===== config.mk =====
export PLATFORM = sky130hd
export DESIGN_NAME = bit_window_feeder
export DESIGN_NICKNAME = d
export VERILOG_FILES = /design/src/rtl/bit_window_feeder_pkg.sv /design/src/rtl/bit_window_feeder_sat_counter.sv /design/src/rtl/bit_window_feeder.sv
export SDC_FILE = /design/constraint.sdc
export NUM_CORES = 1
export LEC_CHECK = 0
export CELL_PAD_IN_SITES_DETAIL_PLACEMENT = 1
export CELL_PAD_IN_SITES_GLOBAL_PLACEMENT = 1
export CORE_MARGIN = 3
export CORE_UTILIZATION = 38
export DETAILED_ROUTE_END_ITERATION = 6
export GPL_ROUTABILITY_DRIVEN = 1
export PLACE_DENSITY = 0.75
export SETUP_SLACK_MARGIN = 0.5
export SYNTH_ARGS = -nofsm -noshare
export SYNTH_HDL_FRONTEND = slang
export SYNTH_SLANG_ARGS = --single-unit

===== constraint.sdc =====
create_clock -name clk -period 1.75 [get_ports clk]
set_input_delay 0.175 -clock clk [delete_from_list [all_inputs] [get_ports clk]]
set_output_delay 0.175 -clock clk [all_outputs]
set_load 0.005 [all_outputs]

===== src/rtl/bit_window_feeder_pkg.sv =====
// Shared constants and state type for the bit window feeder.
package bit_window_feeder_pkg;

  localparam int unsigned WIN_LEN = 4;

  typedef enum logic {
    ST_FILL = 1'b0,
    ST_RUN  = 1'b1
  } state_t;

endpackage


===== src/rtl/bit_window_feeder_sat_counter.sv =====
// Saturating up-counter with synchronous clear; holds at all-ones.
module sat_counter #(
  parameter int unsigned CNT_W = 8
) (
  input  logic             clk,
  input  logic             rst_n,
  input  logic             clr,
  input  logic             inc,
  output logic [CNT_W-1:0] cnt
);

  // Count increments, clear has priority, no wrap past all-ones.
  always_ff @(posedge clk or negedge rst_n) begin
    if (!rst_n) begin
      cnt <= '0;
    end else if (clr) begin
      cnt <= '0;
    end else if (inc && (cnt != '1)) begin
      cnt <= cnt + 1'b1;
    end
  end

endmodule


===== src/rtl/bit_window_feeder.sv =====
// Serial-to-window feeder: shifts accepted bits into a 4-bit window (A oldest,
// D newest), samples the detector's Z once per new full window and counts hits.
module bit_window_feeder
  import bit_window_feeder_pkg::*;
#(
  parameter int unsigned CNT_W = 8
) (
  input  logic             clk,
  input  logic             rst_n,
  input  logic             bit_in,
  input  logic             bit_valid,
  output logic             bit_ready,
  input  logic             clear,
  output logic             A,
  output logic             B,
  output logic             C,
  output logic             D,
  output logic             win_valid,
  input  logic             Z,
  output logic             hit_pulse,
  output logic [CNT_W-1:0] hit_count
);

  localparam int unsigned           FILL_W   = $clog2(WIN_LEN + 1);
  localparam logic [FILL_W-1:0]     FILL_MAX = FILL_W'(WIN_LEN);
  localparam logic [FILL_W-1:0]     FILL_PRE = FILL_W'(WIN_LEN - 1);

  logic [WIN_LEN-1:0] win_q;
  logic [FILL_W-1:0]  fill_q;
  logic               ready_q;
  logic               new_win_q;
  state_t             state_q;
  state_t             state_d;
  logic               accept;
  logic               eval;

  // ready_q keeps bit_ready low during reset and for the release cycle.
  assign bit_ready = ready_q & ~clear;
  assign accept    = bit_valid & bit_ready;
  assign win_valid = (state_q == ST_RUN);
  assign eval      = new_win_q & win_valid;

  assign A = win_q[3];
  assign B = win_q[2];
  assign C = win_q[1];
  assign D = win_q[0];

  // Ready becomes 1 on the first edge after reset release.
  always_ff @(posedge clk or negedge rst_n) begin
    if (!rst_n) ready_q <= 1'b0;
    else        ready_q <= 1'b1;
  end

  // FSM state register.
  always_ff @(posedge clk or negedge rst_n) begin
    if (!rst_n) state_q <= ST_FILL;
    else        state_q <= state_d;
  end

  // FSM next state: FILL until the 4th accepted bit, then RUN until clear.
  always_comb begin
    state_d = state_q;
    if (clear) begin
      state_d = ST_FILL;
    end else if ((state_q == ST_FILL) && accept && (fill_q == FILL_PRE)) begin
      state_d = ST_RUN;
    end
  end

  // Window shift register, fill level, new-window flag and evaluation pulse.
  always_ff @(posedge clk or negedge rst_n) begin
    if (!rst_n) begin
      win_q     <= '0;
      fill_q    <= '0;
      new_win_q <= 1'b0;
      hit_pulse <= 1'b0;
    end else if (clear) begin
      win_q     <= '0;
      fill_q    <= '0;
      new_win_q <= 1'b0;
      hit_pulse <= 1'b0;
    end else begin
      if (accept) begin
        win_q <= {win_q[WIN_LEN-2:0], bit_in};
        if (fill_q != FILL_MAX) fill_q <= fill_q + 1'b1;
      end
      new_win_q <= accept && (fill_q >= FILL_PRE);
      hit_pulse <= eval & Z;
    end
  end

  sat_counter #(
    .CNT_W(CNT_W)
  ) u_hit_cnt (
    .clk  (clk),
    .rst_n(rst_n),
    .clr  (clear),
    .inc  (eval & Z),
    .cnt  (hit_count)
  );

endmodule


# After elaboration in Yosys (flattened, before gate mapping)
# Index checks and enable logic that the tools add are counted.
[word_totals]
n_memories = 0
romBits = 0
latchBits = 0
in_bits = 6
ramBits = 0
output_inout_bits = 15
register_bits = 19
wordCells = 39
[classes]
n_eq_ne = 3
bitwise_logic = 6
n_shift = 0
n_addsub = 2
mux = 11
magnitude_cmp = 1
n_reduce_logical = 9
div_mod_pow = 0
mul = 0
[ops]
columns = ["op", "count"]
rows = [
  ["$mux W8", 2],
  ["$mux W3", 3],
  ["$add A8 B1 Y8 const B", 1],
  ["$mux W4", 2],
  ["$ne A8 B8 Y1 const B", 1],
  ["$reduce_bool A2 Y1", 4],
  ["$and A1 B1 Y1", 4],
  ["$logic_and A1 B1 Y1", 4],
  ["$mux W1", 4],
  ["$add A3 B1 Y3 const B", 1],
  ["$eq A3 B2 Y1 const B", 1],
  ["$ge A3 B2 Y1 const B", 1],
  ["$ne A3 B3 Y1 const B", 1],
  ["$not A1 Y1", 2],
  ["$reduce_and A2 Y1", 1],
]

# Longest topological paths before layout
# Gate-level depths: netlist (run 1).
[depth]
depth_word = 7
ltp_mapped = 5

# Hierarchy
# From an unflattened synthesis (run 1), not the netlist that was laid out.
[hier_totals]
cells_unflattened = 99
area_unflattened_um2 = 984.7
[by_module_without_submodules]
columns = ["module", "area_per_inst_um2", "n_inst", "seq_area_each_um2", "cells_each"]
rows = [
  ["bit_window_feeder", 520.5, 1, 275.3, 50],
  ["sat_counter", 464.2, 1, 200.2, 49],
]

# Worst setup path before layout (run 1)
# No wires, ideal clock.
[synth_timing]
path_kind = "register -> register"
from = "register u_hit_cnt.cnt[0]"
to = "register u_hit_cnt.cnt[3]"
arrival_time_ns = 1.467
slack_ns = 0.157
setup_ns = 0.125
period_less_slack_ns = 1.593
stages_incl_launch_ff = 6
path_buffers = 1
cell_sequence = "dfrtp_1 > ha_1 > and4_1 > buf_6 > a211oi_2 > mux2_4"
[synth_via]
elab_chain_cells = 3
word_cells_on_any_way = 6
cone_classes = "1 x add/sub; 1 x eq/ne; 2 x mux; 2 x reduce/logical"
[synth_lines]
columns = ["item", "line", "source"]
rows = [
  ["from (decl)", "bit_window_feeder_sat_counter.sv:9", "output logic [CNT_W-1:0] cnt"],
  ["from (signal assigned)", "bit_window_feeder_sat_counter.sv:19", "cnt <= cnt + 1'b1;"],
  ["$add A8 B1 Y8 / $ne A8 B8 Y1 (equally long branches)", "bit_window_feeder_sat_counter.sv:19, bit_window_feeder_sat_counter.sv:18", ""],
  ["$mux W8 / $logic_and A1 B1 Y1 (equally long branches)", "bit_window_feeder_sat_counter.sv:18", "end else if (inc && (cnt != '1)) begin"],
  ["$mux W8 / $reduce_bool A2 Y1 (equally long branches)", "-", ""],
]
# Parallel ways exist; a longest one is shown, timed or not. The select of a mux whose other input is x is not followed.
# A chain may end at the register's enable or synchronous reset.

# Worst setup path in the final report (run 1)
# Ends and elaborated chain as after synthesis.

==> results.sh, run 1 <==
export IMPL_run_status="completed"
export IMPL_yosysTopAreaCell="sky130_fd_sc_hd__dfrtp_1"
export IMPL_cts_buffers=3
export IMPL_post_synthesis_instance_total=103
export IMPL_global_route_usage_met2_pct=34.9
export IMPL_die_h_microns=58.4
export IMPL_antenna_found_initial=0
export IMPL_power_density_nw_per_um2=491
export IMPL_initial_utilization_pct=41.0
export IMPL_synth_net_count=113
export IMPL_grt_usage_pct=19.0
export IMPL_setup_tns_final_ns=0
export IMPL_floorplan_core_area_sq_um=2540
export IMPL_antenna_cells_inserted=0
export IMPL_first_pass_iters=4
export IMPL_clockBufferDepth=2
export IMPL_detail_route_vias_per_cell=5.45
export IMPL_arrival_ns=1.70
export IMPL_timing_final_crit_share_pct=84.7
export IMPL_die_width_microns=58.4
export IMPL_synth_sequential_area_ratio_pct=45.6
export IMPL_worst_hold_path_type="input port to async pin"
export IMPL_finalNetCount=157
export IMPL_io_buffers=20
export IMPL_cts_htree_levels=1
export IMPL_top_area_cell_type_share_of_the_netlist_area_pct=45.6
export IMPL_grt_most_used_layer="met2"
export IMPL_slew_violations=0
export IMPL_largest_net_degree_at_the_start_of_global_routing=20
export IMPL_synth_warning_count=0
export IMPL_register_area_sq_um=484
export IMPL_post_route_drc_count=0
export IMPL_place_detailed_hpwl_microns=1850
export IMPL_leakage_nw=0.720
export IMPL_max_clock_freq_mhz=674
export IMPL_met3_usage_pct=4.82
export IMPL_clock_tree_from_tritoncts="yes"
export IMPL_cts_sinks=19
export IMPL_worst_path_max_fanout=6
export IMPL_clock_input_transition_at_the_sequential_cells_of_the_worst_setup_and_hold_paths_ns=0.11
export IMPL_multi_input_gate_area_sq_um=621
export IMPL_cp_required_ns=1.96
export IMPL_via_count_of_the_first_global_routing_pass=1027
export IMPL_rows=18
export IMPL_report_power_total_uw=756
export IMPL_placed_area_sq_um=1290
export IMPL_synth_seq_cells=19
export IMPL_routabilityCongestion=0.723
export IMPL_rsz0062_at_grt="true"
export IMPL_final_layout_size_suffix_gt1_share_pct=43.8
export IMPL_timing_critical_path_from_type="register"
export IMPL_layout_area_overhead_vs_synth_pct=47.6
export IMPL_synth_area_per_cell_sq_um=10.1
export IMPL_cts_root_buf="sky130_fd_sc_hd__clkbuf_4"
export IMPL_drt_iter0_drc=12
export IMPL_final_setup_skew_ns=0.00280
export IMPL_final_instance_area_sq_um=1540
export IMPL_post_synth_num_cell_types=31
export IMPL_post_drt_wl_per_cell_microns=16.9
export IMPL_clk_insertion_delay_late_ns=0.32
export IMPL_max_vdd_ir_drop_v=0.000387
export IMPL_max_cap_viol_count=0
export IMPL_first_pass_grt_wire_length_microns=4820
export IMPL_min_period_ns=1.48
export IMPL_io_pins=21
export IMPL_final_hold_viol_count=0
export IMPL_use_met1_pct=20.9
export IMPL_gr_total_overflow=0
export IMPL_post_synth_instance_area_sq_um=1040
export IMPL_cp_end_kind="register"
export IMPL_post_synth_main_area_contributors="sky130_fd_sc_hd__dfrtp_1, sky130_fd_sc_hd__mux2_4, sky130_fd_sc_hd__ha_1, sky130_fd_sc_hd__a211oi_2, sky130_fd_sc_hd__nand3b_1"
export IMPL_worst_setup_path_type="register to register"
export IMPL_dr_total_vias=960
export IMPL_final_setup_fails=0
export IMPL_fillers=288
export IMPL_ant_nets=0
export IMPL_final_wl_microns=2980
export IMPL_design_die_area_sq_um=3410
[report_power, final]
group,leakage (nW),internal [mW],switching (mW)
clock network,0.0177,0.0858,0.154
logic,0.452,0.0325,0.0361
registers,0.251,0.443,0.00407
[worst max-delay path: stages (launching register included)]
cell and delay [ns]:
sky130_fd_sc_hd__dfrtp_1 0.44, sky130_fd_sc_hd__ha_4 0.18, sky130_fd_sc_hd__and4_4 0.21, sky130_fd_sc_hd__a211oi_2 0.23, sky130_fd_sc_hd__mux2_4 0.32
[area by class of cell]
type | count | area share, %
Timing Repair Buffer | 43 | 23.1
Inverter | 4 | 0.975
Multi-Input combinational cell | 76 | 40.3
Sequential cell | 19 | 31.4
Clock inverter | 1 | 0.325
Tap cell | 30 | 2.44
Clock buffer | 3 | 1.46
[path summary, 6_finish.rpt]
check / start / endpoint / slack (ns) / cells after the start
setup / recovery: u_hit_cnt.cnt[0] / u_hit_cnt.cnt[3] / 0.27 / 4
setup reg to reg: u_hit_cnt.cnt[0] / u_hit_cnt.cnt[3] / 0.27 / 4
hold / removal: rst_n / hit_pulse / 0.18 / 2
max in group asynchronous: rst_n / u_hit_cnt.cnt[2] / 1.34 / 2
min in group clk: bit_in / win_q[0] / 0.38 / 3
hold reg to reg: win_q[1] / win_q[2] / 0.52 / 2
[layout by cell type, fill, tap and decap left out, drive strengths merged]
cell type,synthesis,layout
nor2b,6,6
and3b,1,1
ha,4,4
nand2,9,9
a31oi,1,1
clkdlybuf4s50,0,4
mux2,4,4
buf,2,24
and3,3,3
o21ai,3,3
inv,4,4
nor3,1,1
clkinv,0,1
nand3b,5,5
conb,1,1
a211oi,4,4
nand3,5,5
o21bai,1,1
dfrtp,19,19
nand4,4,4
dlygate4sd2,0,11
clkbuf,2,5
nand2b,4,4
clkdlybuf4s15,0,2
and4,2,2
and2,1,1
mux2i,2,2
a311oi,1,1
nor2,7,7
a21oi,7,7
[synthesized netlist by cell type]
cell type,count
sky130_fd_sc_hd__buf_6,1
sky130_fd_sc_hd__nand2_1,9
sky130_fd_sc_hd__and4_1,2
sky130_fd_sc_hd__and3_1,2
sky130_fd_sc_hd__a21oi_2,2
sky130_fd_sc_hd__a211oi_1,1
sky130_fd_sc_hd__mux2i_1,2
sky130_fd_sc_hd__and2_1,1
sky130_fd_sc_hd__nand4_1,4
sky130_fd_sc_hd__nor2b_2,1
sky130_fd_sc_hd__and3_2,1
sky130_fd_sc_hd__nor3_1,1
sky130_fd_sc_hd__a31oi_1,1
sky130_fd_sc_hd__nand2b_1,4
sky130_fd_sc_hd__buf_2,1
sky130_fd_sc_hd__nand3_1,5
sky130_fd_sc_hd__a211oi_2,3
sky130_fd_sc_hd__mux2_4,4
sky130_fd_sc_hd__and3b_1,1
sky130_fd_sc_hd__o21ai_0,3
sky130_fd_sc_hd__ha_1,4
sky130_fd_sc_hd__conb_1,1
sky130_fd_sc_hd__o21bai_1,1
sky130_fd_sc_hd__a311oi_1,1
sky130_fd_sc_hd__a21oi_1,5
sky130_fd_sc_hd__dfrtp_1,19
sky130_fd_sc_hd__nand3b_1,5
sky130_fd_sc_hd__nor2b_1,5
sky130_fd_sc_hd__inv_1,4
sky130_fd_sc_hd__nor2_1,7
sky130_fd_sc_hd__clkbuf_1,2
[cell families after synthesis]
logic type               synth area share [%]
adder cells (fa/ha/maj)                  4.80
flip-flops                               45.6
buffers and inverters                    3.72
multiplexers                             7.67
AND/OR/NAND/NOR                          25.9
other                                   0.359
AO/OA/AOI/OAI                            12.0
[state kept, by name, indices dropped and copies added, names as in the netlist]
register / flops
u_hit_cnt.cnt: 8
new_win_q: 1
fill_q: 3
hit_pulse: 1
win_q: 4
ready_q: 1
win_valid: 1
[timing repair]
| item | 4_1_cts | 5_1_grt |
|---|---|---|
| pin swaps | 7 | 10 |
| buffers inserted | 16 | 3 |
| resized for setup | 36 | 19 |
| hold buffers | 0 | 0 |
| endpoints found under the setup margin | 25 | 16 |
| cloned | 0 | 0 |
[per-stage QoR]
stage / cells / hold WS [ns] / utilization [%] / setup slack [ns]
finish: 176 / 0.180 / 60.5 / 0.267
CTS: 173 / 0.183 / 57.7 / 0.247
global route: 176 / 0.190 / 60.5 / 0.244
detailed placement: 153 / 0.483 / 50.7 / 0.123
global placement: 153 / 0.486 / 50.7 / 0.160
floorplan: 103 / -0.121 / - / 0.184
[layer usage]
metal | vias to the layer above | wire length, microns
met5 | - | 0
met2 | 25 | 1660
li1 | 449 | -
met3 | 5 | 125
met4 | 0 | 46
met1 | 481 | 1150
No activity file was read; power rests on OpenSTA's default activity.
==> run 2, diff against run 1 <==
==> constraint.sdc (replaced) <==
create_clock -name clk -period 1.6 [get_ports clk]
set_input_delay 0.16 -clock clk [delete_from_list [all_inputs] [get_ports clk]]
set_output_delay 0.16 -clock clk [all_outputs]
set_load 0.005 [all_outputs]
==> run 2 against run 1 <==
Net effect: critical endpoint is now u_hit_cnt.cnt[6]; sequential power up 9.4%; total power increased by 12%; cell count increased by 4.5%; via count rose by 4.7%; hold slack got worse by 0.018 ns.
==> results.sh, run 2 (synthesized netlist as in run 1, its figures left out) <==
export IMPL_detail_route_vias_per_cell=5.46
export IMPL_timing_critical_path_from_type="register"
export IMPL_rsz0062_at_grt="true"
export IMPL_antenna_found_initial=0
export IMPL_worst_hold_path_type="input port to async pin"
export IMPL_clockBufferDepth=2
export IMPL_critical_path_startpoint="u_hit_cnt.cnt[0]"
export IMPL_final_setup_fails=0
export IMPL_place_detailed_hpwl_microns=1860
export IMPL_antenna_cells_inserted=0
export IMPL_path_common_cell="sky130_fd_sc_hd__buf_6"
export IMPL_drt_iter0_drc=42
export IMPL_largest_registers_in_the_final_layout="u_hit_cnt.cnt (8), win_q (4), fill_q (3)"
export IMPL_cp_required_ns=1.83
export IMPL_fraction_of_power_consumed_by_sequential_logic_pct=57.8
export IMPL_ant_nets=0
export IMPL_final_setup_skew_ns=0.00628
export IMPL_first_pass_grt_wire_length_microns=5580
export IMPL_die_h_microns=58.4
export IMPL_gr_total_overflow=0
export IMPL_cts_root_buf="sky130_fd_sc_hd__clkbuf_4"
export IMPL_worst_path_max_fanout=5
export IMPL_largest_register="u_hit_cnt.cnt"
export IMPL_first_pass_iters=4
export IMPL_max_clock_freq_mhz=673
export IMPL_final_wl_microns=3850
export IMPL_slowest_delay_ns=0.42
export IMPL_crit_slowest_cell="sky130_fd_sc_hd__dfrtp_1"
export IMPL_cts_buffers=3
export IMPL_worst_r2r_path_depth=6
export IMPL_io_buffers=20
export IMPL_routabilityCongestion=0.872
export IMPL_combinationalPowerShare_pct=10.7
export IMPL_run_status="completed"
export IMPL_power_switching_share_pct=26.1
export IMPL_initial_utilization_pct=41.0
export IMPL_report_power_total_uw=847
export IMPL_holdBufCountCts=0
export IMPL_final_hold_worst_slack_ns=0.162
export IMPL_rows=18
export IMPL_die_width_microns=58.4
export IMPL_max_vdd_ir_drop_v=0.000631
export IMPL_post_drt_wl_per_cell_microns=20.9
export IMPL_arrival_ns=1.72
export IMPL_final_common_cell="sky130_fd_sc_hd__buf_4"
export IMPL_floorplan_core_area_sq_um=2540
export IMPL_largest_net_degree_at_the_start_of_global_routing=24
export IMPL_leakage_nw=0.761
export IMPL_design_die_area_sq_um=3410
export IMPL_largest_register_ffs=8
export IMPL_switching_power_uw=221
export IMPL_power_density_nw_per_um2=517
export IMPL_cts_htree_levels=1
export IMPL_clk_insertion_delay_late_ns=0.32
export IMPL_setup_tns_final_ns=0
export IMPL_clock_input_transition_at_the_sequential_cells_of_the_worst_setup_and_hold_paths_ns=0.12
export IMPL_commonest_non_fill_non_tap_cells_in_the_layout="sky130_fd_sc_hd__buf_4, sky130_fd_sc_hd__dfrtp_1, sky130_fd_sc_hd__buf_6"
export IMPL_max_cap_viol_count=0
export IMPL_final_layout_size_suffix_gt1_share_pct=54.5
export IMPL_fillers=292
export IMPL_final_hold_viol_count=0
export IMPL_clock_tree_from_tritoncts="yes"
export IMPL_regToRegStartpoint="u_hit_cnt.cnt[0]"
export IMPL_cp_end_kind="register"
export IMPL_dr_total_vias=1005
export IMPL_dp_cells=156
export IMPL_worst_setup_path_type="register to register"
export IMPL_critical_path_cell_chain="ha_2 -> and4_4 -> buf_6 -> buf_6 -> and4_1 -> a211oi_2"
export IMPL_layoutNonFillerInstCount=184
export IMPL_via_count_of_the_first_global_routing_pass=1092
export IMPL_layout_area_overhead_vs_synth_pct=57.0
export IMPL_internal_power_contribution_uw=626
export IMPL_io_pins=21
export IMPL_post_route_drc_count=0
export IMPL_timing_final_crit_share_pct=92.9
export IMPL_finalNetCount=165
export IMPL_slew_violations=0
export IMPL_min_period_ns=1.49
export IMPL_cts_sinks=19
export IMPL_grt_usage_pct=21.8
export IMPL_p_clk_share_pct=31.5
## run 2: layout make-up
type | instances | area (sq um) | share of cell area (%)
clock buffers | 4 | 26.3 | 1.60
inverters | 4 | 15.0 | 0.917
multi-input cells | 76 | 647 | 39.5
flip-flops and latches | 19 | 477 | 29.1
well taps | 30 | 37.5 | 2.29
repair buffers | 51 | 435 | 26.6
## run 2: critical path, delay by kind of cell (launching register included)
| kind | cells | cell delay (ns) |
|---|---|---|
| simple gates | 2 | 0.35 |
| buf+inv | 2 | 0.22 |
| compound gates | 1 | 0.21 |
| fa+ha+maj | 1 | 0.20 |
| flops | 1 | 0.42 |
## run 2: per-stage QoR
step	util [%]	setup WS (ns)	area [sq um]
detailed placement	51.7	0.0461	1320
floorplan	-	0.0337	1050
global route	64.4	0.0689	1640
finish	64.4	0.114	1640
global placement	51.7	0.0974	1320
CTS	61.5	0.145	1560
## run 2: power groups by stage
stage               sequential, mW  combinational [mW]  clock, mW
global placement             0.498              0.0633          0
CTS                          0.489              0.0783      0.274
global route                 0.490              0.0986      0.309
finish                       0.490              0.0903      0.267
floorplan                    0.498              0.0240          0
detailed placement           0.498              0.0652          0
## run 2: worst paths after layout
check                              endpoint  slack [ns]
setup / recovery           u_hit_cnt.cnt[6]        0.11
hold / removal             u_hit_cnt.cnt[2]        0.16
setup reg to reg           u_hit_cnt.cnt[6]        0.11
hold reg to reg                    win_q[3]        0.52
max in group asynchronous         win_valid        1.22
min in group clk                   win_q[0]        0.38
## run 2: routing by layer
metal  vias to the layer above  GRT usage [%]  routed length [microns]
li1                        462              -                        -
met1                       501           28.4                     1620
met2                        33           36.8                     1920
met3                         9           2.85                      209
met4                         0           7.95                       98
met5                         -              0                        0
## run 2: repair_timing
action,4_1_cts,5_1_grt
setup buffers,21,3
pin swaps,9,9
resized for setup,72,25
endpoints found under the setup margin,27,25
endpoints found under the hold margin,0,0
